## src/rtl/pe_driver.sv

```systemverilog
// pe_driver: buffers signed operand pairs and sequences them one at a time into an
// attached multiply-accumulate PE, returning the accumulated dot product.
//
// Ports:
//   clk, rst           - clock; synchronous active-high reset
//   wr_en, wr_a, wr_b  - push one signed operand pair into the buffer (IDLE only)
//   wr_full            - buffer holds DEPTH entries
//   start, len         - run a dot product over the first len buffered entries
//   busy               - run in progress
//   pe_rst             - clears the PE accumulator (also high while rst is high)
//   pe_a, pe_b         - operands presented to the PE, held until pe_done
//   pe_ready           - one-cycle issue strobe to the PE
//   pe_done, pe_result - PE completion pulse and its accumulator value
//   res_valid, res_data- one-cycle result strobe and held result
//   err                - one-cycle error strobe (bad len or PE timeout)
module pe_driver #(
    parameter int unsigned DEPTH   = 16,
    parameter int unsigned TIMEOUT = 32
) (
    input  logic               clk,
    input  logic               rst,
    input  logic               wr_en,
    input  logic signed [7:0]  wr_a,
    input  logic signed [7:0]  wr_b,
    output logic               wr_full,
    input  logic               start,
    input  logic [4:0]         len,
    output logic               busy,
    output logic               pe_rst,
    output logic signed [7:0]  pe_a,
    output logic signed [7:0]  pe_b,
    output logic               pe_ready,
    input  logic               pe_done,
    input  logic signed [23:0] pe_result,
    output logic               res_valid,
    output logic signed [23:0] res_data,
    output logic               err
);

    localparam int unsigned AW = (DEPTH > 1) ? $clog2(DEPTH) : 1;
    localparam int unsigned CW = $clog2(DEPTH + 1);
    localparam int unsigned TW = (TIMEOUT > 2) ? $clog2(TIMEOUT) : 1;

    typedef enum logic [2:0] {StIdle, StClr, StIssue, StWait, StGap, StFinish} state_e;

    state_e             state_q;
    logic [CW-1:0]      count_q;
    logic [AW-1:0]      idx_q;
    logic [4:0]         len_q;
    logic [TW-1:0]      timer_q;
    logic signed [7:0]  buf_a [DEPTH];
    logic signed [7:0]  buf_b [DEPTH];
    logic signed [7:0]  pe_a_q;
    logic signed [7:0]  pe_b_q;
    logic signed [23:0] res_data_q;
    logic               res_valid_q;
    logic               err_q;
    logic               pe_rst_q;

    logic wr_accept;
    logic start_ok;
    logic last_elem;

    assign start_ok  = (32'(len) != 32'd0) && (32'(len) <= 32'(count_q));
    // start wins over a same-cycle write
    assign wr_accept = !rst && (state_q == StIdle) && wr_en && !start && (32'(count_q) < DEPTH);
    assign last_elem = (32'(idx_q) + 32'd1) == 32'(len_q);

    // Operand storage; contents are don't-care once count is cleared, so no reset.
    always_ff @(posedge clk) begin
        if (wr_accept) begin
            buf_a[count_q[AW-1:0]] <= wr_a;
            buf_b[count_q[AW-1:0]] <= wr_b;
        end
    end

    always_ff @(posedge clk) begin
        if (rst) begin
            state_q     <= StIdle;
            count_q     <= '0;
            idx_q       <= '0;
            len_q       <= '0;
            timer_q     <= '0;
            pe_a_q      <= '0;
            pe_b_q      <= '0;
            res_data_q  <= '0;
            res_valid_q <= 1'b0;
            err_q       <= 1'b0;
            pe_rst_q    <= 1'b0;
        end else begin
            res_valid_q <= 1'b0;
            err_q       <= 1'b0;
            pe_rst_q    <= 1'b0;
            unique case (state_q)
                StIdle: begin
                    if (start) begin
                        if (start_ok) begin
                            len_q    <= len;
                            idx_q    <= '0;
                            pe_rst_q <= 1'b1;
                            state_q  <= StClr;
                        end else begin
                            err_q <= 1'b1;
                        end
                    end else if (wr_accept) begin
                        count_q <= count_q + CW'(1);
                    end
                end
                StClr: begin
                    pe_a_q  <= buf_a[idx_q];
                    pe_b_q  <= buf_b[idx_q];
                    state_q <= StIssue;
                end
                StIssue: begin
                    timer_q <= '0;
                    state_q <= StWait;
                end
                StWait: begin
                    if (pe_done) begin
                        idx_q <= idx_q + AW'(1);
                        if (last_elem) begin
                            res_data_q  <= pe_result;
                            res_valid_q <= 1'b1;
                            state_q     <= StFinish;
                        end else begin
                            state_q <= StGap;
                        end
                    end else if (timer_q == TW'(TIMEOUT - 2)) begin
                        // Window counts from the issue cycle, so err lands TIMEOUT
                        // cycles after pe_ready.
                        err_q    <= 1'b1;
                        pe_rst_q <= 1'b1;
                        count_q  <= '0;
                        state_q  <= StIdle;
                    end else begin
                        timer_q <= timer_q + TW'(1);
                    end
                end
                StGap: begin
                    pe_a_q  <= buf_a[idx_q];
                    pe_b_q  <= buf_b[idx_q];
                    state_q <= StIssue;
                end
                StFinish: begin
                    count_q <= '0;
                    state_q <= StIdle;
                end
                default: state_q <= StIdle;
            endcase
        end
    end

    assign wr_full   = (32'(count_q) == DEPTH);
    assign busy      = (state_q != StIdle);
    assign pe_ready  = (state_q == StIssue);
    assign pe_rst    = rst | pe_rst_q;
    assign pe_a      = pe_a_q;
    assign pe_b      = pe_b_q;
    assign res_valid = res_valid_q;
    assign res_data  = res_data_q;
    assign err       = err_q;

endmodule

```

## config.mk

```make
export PLATFORM = sky130hd
export DESIGN_NAME = pe_driver
export DESIGN_NICKNAME = d
export VERILOG_FILES = /design/src/rtl/pe_driver.sv
export SDC_FILE = /design/constraint.sdc
export NUM_CORES = 1
export LEC_CHECK = 0
export BUFFER_PORTS_ARGS = -buffer_cell sky130_fd_sc_hd__buf_2
export CAP_MARGIN = 20
export CORE_MARGIN = 5
export CORE_UTILIZATION = 64
export CTS_CLUSTER_DIAMETER = 150
export DETAILED_ROUTE_END_ITERATION = 12
export GPL_ROUTABILITY_DRIVEN = 0
export PLACE_DENSITY_LB_ADDON = 0.25
export RECOVER_POWER = 50
export SLEW_MARGIN = 5
export SYNTH_ARGS = -nofsm -noshare
export SYNTH_HDL_FRONTEND = slang
export SYNTH_SLANG_ARGS = --single-unit
```

## constraint.sdc

```tcl
create_clock -name clk -period 4 [get_ports clk]
set_input_delay 0.2 -clock clk [delete_from_list [all_inputs] [get_ports clk]]
set_output_delay 0.2 -clock clk [all_outputs]
set_load 0.01 [all_outputs]
```

==> results of run 1 <==
-- routing by layer --
metal	share of wire [%]	wire (um)	vias to the layer above
met5	0.046	13	-
met4	2.3	646	2
met3	6.9	1948	57
met2	53	14900	323
met1	38	10600	3577
li1	-	-	3114
-- through the flow --
stage          hold slack [ns]  cells  setup WS, ns  utilization [%]
2_1_floorplan           0.2989    713         1.344                -
3_3_place_gp            0.4265   1061         1.603            69.16
3_5_place_dp            0.4459   1061         1.465            69.16
4_1_cts                0.01777   1147         1.459            75.52
5_1_grt                 0.1487   1147        0.7475            75.10
6_report                0.1304   1147         1.058            75.10
-- flip-flops by register name, summed over array words and instances (netlist names) --
register,count
buf_a,128
buf_b,128
count_q,5
err,1
idx_q,4
len_q,5
pe_a,8
pe_b,8
pe_rst_q,1
res_data,24
res_valid,1
state_q,3
timer_q,5
-- timing repair --
item / CTS / global route
setup buffers: 0 / 0
endpoints found under the hold margin: 31 / 0
hold buffers: 30 / 0
-- worst register-to-register path: cells and delay by family, from the launching register on --
kind,cells,cell delay (ns)
and+or+nand+nor,1,0.06
adders and majority gates,1,0.39
AOI/OAI and AO/OA,2,0.27
DFF,1,0.74
buffers and inverters,1,0.41
xor gates and xnor gates,1,0.15
muxes,1,0.34
-- synthesized netlist by cell type (9+ instances only) --
cell      number  area, sq um
ha_1          12        150.1
edfxtp_1     256         7687
nand2_1       35        131.4
mux2i_1       40        400.4
a22oi_1       16        120.1
mux4_2        64         1441
inv_1         12        45.04
o211ai_1      17        127.6
clkbuf_1      18        67.56
nand3_1        9        45.04
dfxtp_1       65         1301
nor2_1        51        191.4
buf_2         12        60.06
-- logic make-up after synthesis --
kind of cell / synth area share (%)
xor+xnor: 0.6278
mux: 14.85
flops: 71.59
compound gates: 4.584
simple gates: 5.272
buf+inv: 1.883
fa+ha+maj: 1.196
-- final cells by class --
cell class / instances / area [sq um]
flip-flops and latches: 321 / 8995
fillers: 1157 / 4830
multi-input cells: 341 / 3348
repair buffers: 152 / 914.6
clock buffers: 38 / 802.0
well taps: 265 / 331.6
clock inverters: 18 / 132.6
inverters: 12 / 45.04
-- worst paths after layout --
path	startpoint	end	slack, ns	cells past startpoint
worst min register to register	pe_a[1]	pe_a[1]	0.48	2
worst max register to register	idx_q[0]	res_data[10]	1.45	7
worst min-delay path	pe_done	idx_q[2]	0.13	4
worst max-delay path	rst	pe_b[0]	1.06	5
-- power by group through the flow --
stage	registers [mW]	logic, mW	clock network, mW
after detailed placement	3.74	0.287	0
final	3.67	0.304	2.68
after CTS	3.67	0.311	2.72
after floorplan	3.73	0.163	0
after global placement	3.74	0.273	0
after global routing	3.67	0.333	2.87
==> reports/results.txt, run 1 <==
CTS Buf Count: 30
Internal: 5.296 mW
Starting density of the core: 64.73%
Layout cells sized above 1: 21.32%
Met2 Usage GRT: 45.55%
CP required: 4.38 ns
WL final: 28.11 mm
Post-synth EDFFs: 256
WL/cell: 24.50 um
Distinct cell type count after synthesis: 52
Clk root buf: clkbuf_16
Post-DP HPWL: 16.43 mm
Status: finished, violations left
Vias: 7,073
Final min period: 2.943 ns
Avg Cell Area, Syn: 17.61 sq um
Max IR drop VDD: 367.5 uV
Slew margin rel.: -59.70%
Commonest non-fill, non-tap cell in the layout: edfxtp_1
Sequential power share: 55.1%
Ys Warns: 0
Initial antenna violation count: 1
Sequential area share after synthesis: 71.59%
GRT Total Usage: 25.82%
CP Buf/Inv Count: 2
Netlist Area Pre-Place: 12,560 sq um
Final Skew: 0.009828 ns
Clock sink total: 321
Vias/cell: 6.167
LEAKAGE: 4.819 nW
Design Area, Final: 14,570 sq um
Max Fanout on Critical Path: 55
DRC Markers: 0
Max-slew violations: 56
Height of the chip: 150.1 um
Insertion delay to the later sink of the worst-skew pair: 0.54 ns
Prevailing post-synth register cell: edfxtp_1
Unrepaired setup endpoints after global routing: no
Iteration count of the initial detailed-routing pass: 5
Met3 Track Usage GR: 4.634%
H-tree depth: 1
Global-route wire length before repair: 43.26 mm
Syn Nets: 775
DP Area: 13,420 sq um
Crit-path slowest cell: clkbuf_1
Worst-Margin Slew: 2.395 ns
Clk network pwr share: 40.3%
Worst Hold Class: input pin to flip-flop
Tcrit/Tclk final: 73.56%
Worst Path Arrival: 3.32 ns
Largest delay contributor family on the critical path: buffers and inverters
Total gr overflow: 0
CP endpoint kind: flip-flop
Startpoint types: input pin
Largest net degree at the start of global routing: 56
Register bit count reported by yosys: 321
Final Hold Vio Count: 0
Setup Crit Path Kind: input pin to flip-flop
Core Footprint: 19,400 sq um
Overall Power: 6.659 mW
Die width: 150.1 um
Max incr delay on CP: 1.66 ns
DIE AREA: 22,520 sq um
Area grow syn2layout: 16.03%
Pwr dens: 457.1 nW/um^2
Vias in the first global route: 7,452
Comb pwr share: 4.6%
Switching share of power: 20.48%
Port buffer count: 95
Commonest non-fill, non-tap cells in the layout: edfxtp_1, clkbuf_1, mux4_2
Peak Freq: 339.8 MHz
# IOs: 96
Post-CTS sizing: 0
Maximum buffer depth of the clock tree: 3
Global route hottest layer: met2
Async SR Flop Fraction: 0%
Critical path cell sequence: clkbuf_1 -> nor2_1 -> buf_4 -> nand2_1 -> o211ai_1
Switch Pwr: 1.364 mW
Met1 Use GR: 33.43%
1st-iter DRT viols: 643
Cell count after synthesis: 713
Post-route ant nets: 0
Failing checks: max-capacitance violations, max-slew violations
Clock transition at path regs: 0.06 ns
Final setup fails: 0
Total negative slack: 0 ns
Diode count: 0
CTS tree: built
Final #Nets: 920
Maxcap violations: 1
Cell row count: 51
No activity file was read; power rests on OpenSTA's default activity.
==> inputs of run 2 (changes only) <==
--- a/config.mk
+++ b/config.mk
@@ -8,7 +8,7 @@
 export BUFFER_PORTS_ARGS = -buffer_cell sky130_fd_sc_hd__buf_2
 export CAP_MARGIN = 20
 export CORE_MARGIN = 5
-export CORE_UTILIZATION = 64
+export CORE_UTILIZATION = 60
 export CTS_CLUSTER_DIAMETER = 150
 export DETAILED_ROUTE_END_ITERATION = 12
 export GPL_ROUTABILITY_DRIVEN = 0
==> constraint.sdc (replaced) <==
create_clock -name clk -period 2.9 [get_ports clk]
set_input_delay 0.145 -clock clk [delete_from_list [all_inputs] [get_ports clk]]
set_output_delay 0.145 -clock clk [all_outputs]
set_load 0.01 [all_outputs]
==> reports/results.txt, run 2 (synthesized netlist as in run 1, its figures left out) <==
WL/cell: 23.42 um (-4.4%)
Total gr overflow: 0 (unchanged)
Max IR drop VDD: 412.8 uV (+12%)
CP Buf/Inv Count: 1 (-1)
1st-iter DRT viols: 655 (+1.9%)
Final #Nets: 954 (+3.7%)
Core Footprint: 20,820 sq um (+7.3%)
GRT Total Usage: 23.89% (-1.9 points)
Height of the chip: 154.7 um (+3.1%)
Area grow syn2layout: 19.10%
DP Area: 13,550 sq um (+0.97%)
Status: finished, final reports clean
Iteration count of the initial detailed-routing pass: 5 (unchanged)
Slew margin rel.: 41.19% (+100 points)
Final Skew: 0.01126 ns (+0.001427 ns)
Layout cells sized above 1: 23.01% (+1.7 points)
Initial antenna violation count: 0 (-1)
Total negative slack: 0 ns (unchanged)
Commonest non-fill, non-tap cell in the layout: edfxtp_1
DRC Markers: 0 (unchanged)
Hold_ws: 0.08185 ns (-0.04858 ns)
Diode count: 0 (unchanged)
Largest delay contributor family on the critical path: simple AND/OR/NAND/NOR gates
Vias: 7,148 (+1.1%)
Post-route ant nets: 0 (unchanged)
Max Fanout on Critical Path: 14 (-75%)
WL final: 27.92 mm (-0.66%)
Pwr dens: 633.3 nW/um^2 (+39%)
Post-DP HPWL: 17.03 mm (+3.7%)
Worst Path Arrival: 2.99 ns (-0.33 ns)
DIE AREA: 23,920 sq um (+6.2%)
Final min period: 2.535 ns
Insertion delay to the later sink of the worst-skew pair: 0.55 ns (about the same)
LEAKAGE: 5.032 nW (+4.4%)
CP endpoint kind: flip-flop
Max incr delay on CP: 0.76 ns (-0.90 ns)
Maxcap violations: 0 (-1)
# IOs: 96 (unchanged)
Max-slew violations: 0 (-100%)
Tcrit/Tclk final: 87.41%
Starting density of the core: 60.30% (-4.4 points)
Clock sink total: 321 (unchanged)
Final Hold Vio Count: 0 (unchanged)
H-tree depth: 1 (unchanged)
Vias in the first global route: 7,598 (+2.0%)
CTS tree: built
Cell row count: 53 (+3.9%)
Design Area, Final: 14,950 sq um (+2.6%)
Peak Freq: 394.5 MHz
Clock transition at path regs: 0.06 ns (about the same)
Vias/cell: 5.997 (-2.8%)
Die width: 154.7 um (+3.1%)
Setup Crit Path Kind: flip-flop to flip-flop
CP required: 3.36 ns (-1.02 ns)
Unrepaired setup endpoints after global routing: no
Critical path cell sequence: xnor2_1 -> nor4b_2 -> nor2b_1 -> buf_4 -> a22oi_1 -> o211ai_1
Worst Hold Class: input pin to flip-flop
Final setup fails: 0 (unchanged)
CTS Buf Count: 31 (+3.3%)
Port buffer count: 95 (unchanged)
Commonest non-fill, non-tap cells in the layout: edfxtp_1, clkbuf_1, mux4_2
Worst-Margin Slew: 0.8803 ns (-1.515 ns)
Largest net degree at the start of global routing: 44 (-21%)
Maximum buffer depth of the clock tree: 3 (unchanged)
Startpoint types: flip-flop
Crit-path slowest cell: nor2b_1
Postcts setup bufs: 0 (unchanged)
Clk root buf: clkbuf_16
Global-route wire length before repair: 43.61 mm (+0.83%)
## run 2: cell count changes in the layout (fill, tap and decap cells not counted), sizes merged
| cell | delta |
|---|---|
| clkinv | -10 |
| clkinvlp | -2 |
| inv | +1 |
| clkbuf | +12 |
| dlygate4sd3 | +17 |
| buf | +17 |
## run 2: where the power goes
| group | internal [mW] | switching [mW] | total (mW) |
|---|---|---|---|
| sequential | 5.01 | 0.0491 | 5.06 |
| clock | 2.35 | 1.61 | 3.96 |
| combinational | 0.187 | 0.256 | 0.443 |
## run 2: per-layer routing
layer  track usage, %  vias to the layer above  wire, um
li1                 -                     3178         -
met1            32.22                     3609     11100
met2            41.68                      303     14360
met3            3.749                       58      1884
met4            5.341                        0       577
met5                0                        -         0
## run 2: area by class of cell
type | count | area [sq um]
multi-input cells | 341 | 3346
fillers | 1287 | 5868
well taps | 275 | 344.1
repair buffers | 185 | 1205
clock inverters | 7 | 91.34
flip-flops and latches | 321 | 8995
inverters | 12 | 45.04
clock buffers | 51 | 928.4
## run 2: final timing paths
check / cells after the start / endpoint / slack (ns) / start
worst min register to register: 2 / pe_b[6] / 0.47 / pe_b[6]
worst max-delay path: 6 / pe_a[7] / 0.37 / state_q[0]
worst max register to register: 6 / pe_a[7] / 0.37 / state_q[0]
worst min-delay path: 4 / state_q[1] / 0.08 / pe_done
## run 2: what timing repair did
item | in CTS | in global routing
gates resized for setup | 0 | 0
hold buffers | 47 | 0
hold endpoints to repair | 291 | 0
## run 2: through the flow
step                std cells  utilization (%)  power [mW]  setup WS [ns]
global placement         1087            65.05       5.533         0.6006
finish                   1192            71.82       9.471         0.3651
CTS                      1192            72.21       9.527         0.4136
detailed placement       1087            65.05       5.558         0.4200
floorplan                 713                -       5.373         0.2439
global route             1192            71.82       9.807         0.2085
## run 2: worst register-to-register path, delay by kind of cell (launching register included)
kind	cells	cell delay, ns
simple gates	2	1.16
flops	1	0.59
buf+inv	1	0.31
xor+xnor	1	0.19
compound gates	2	0.19
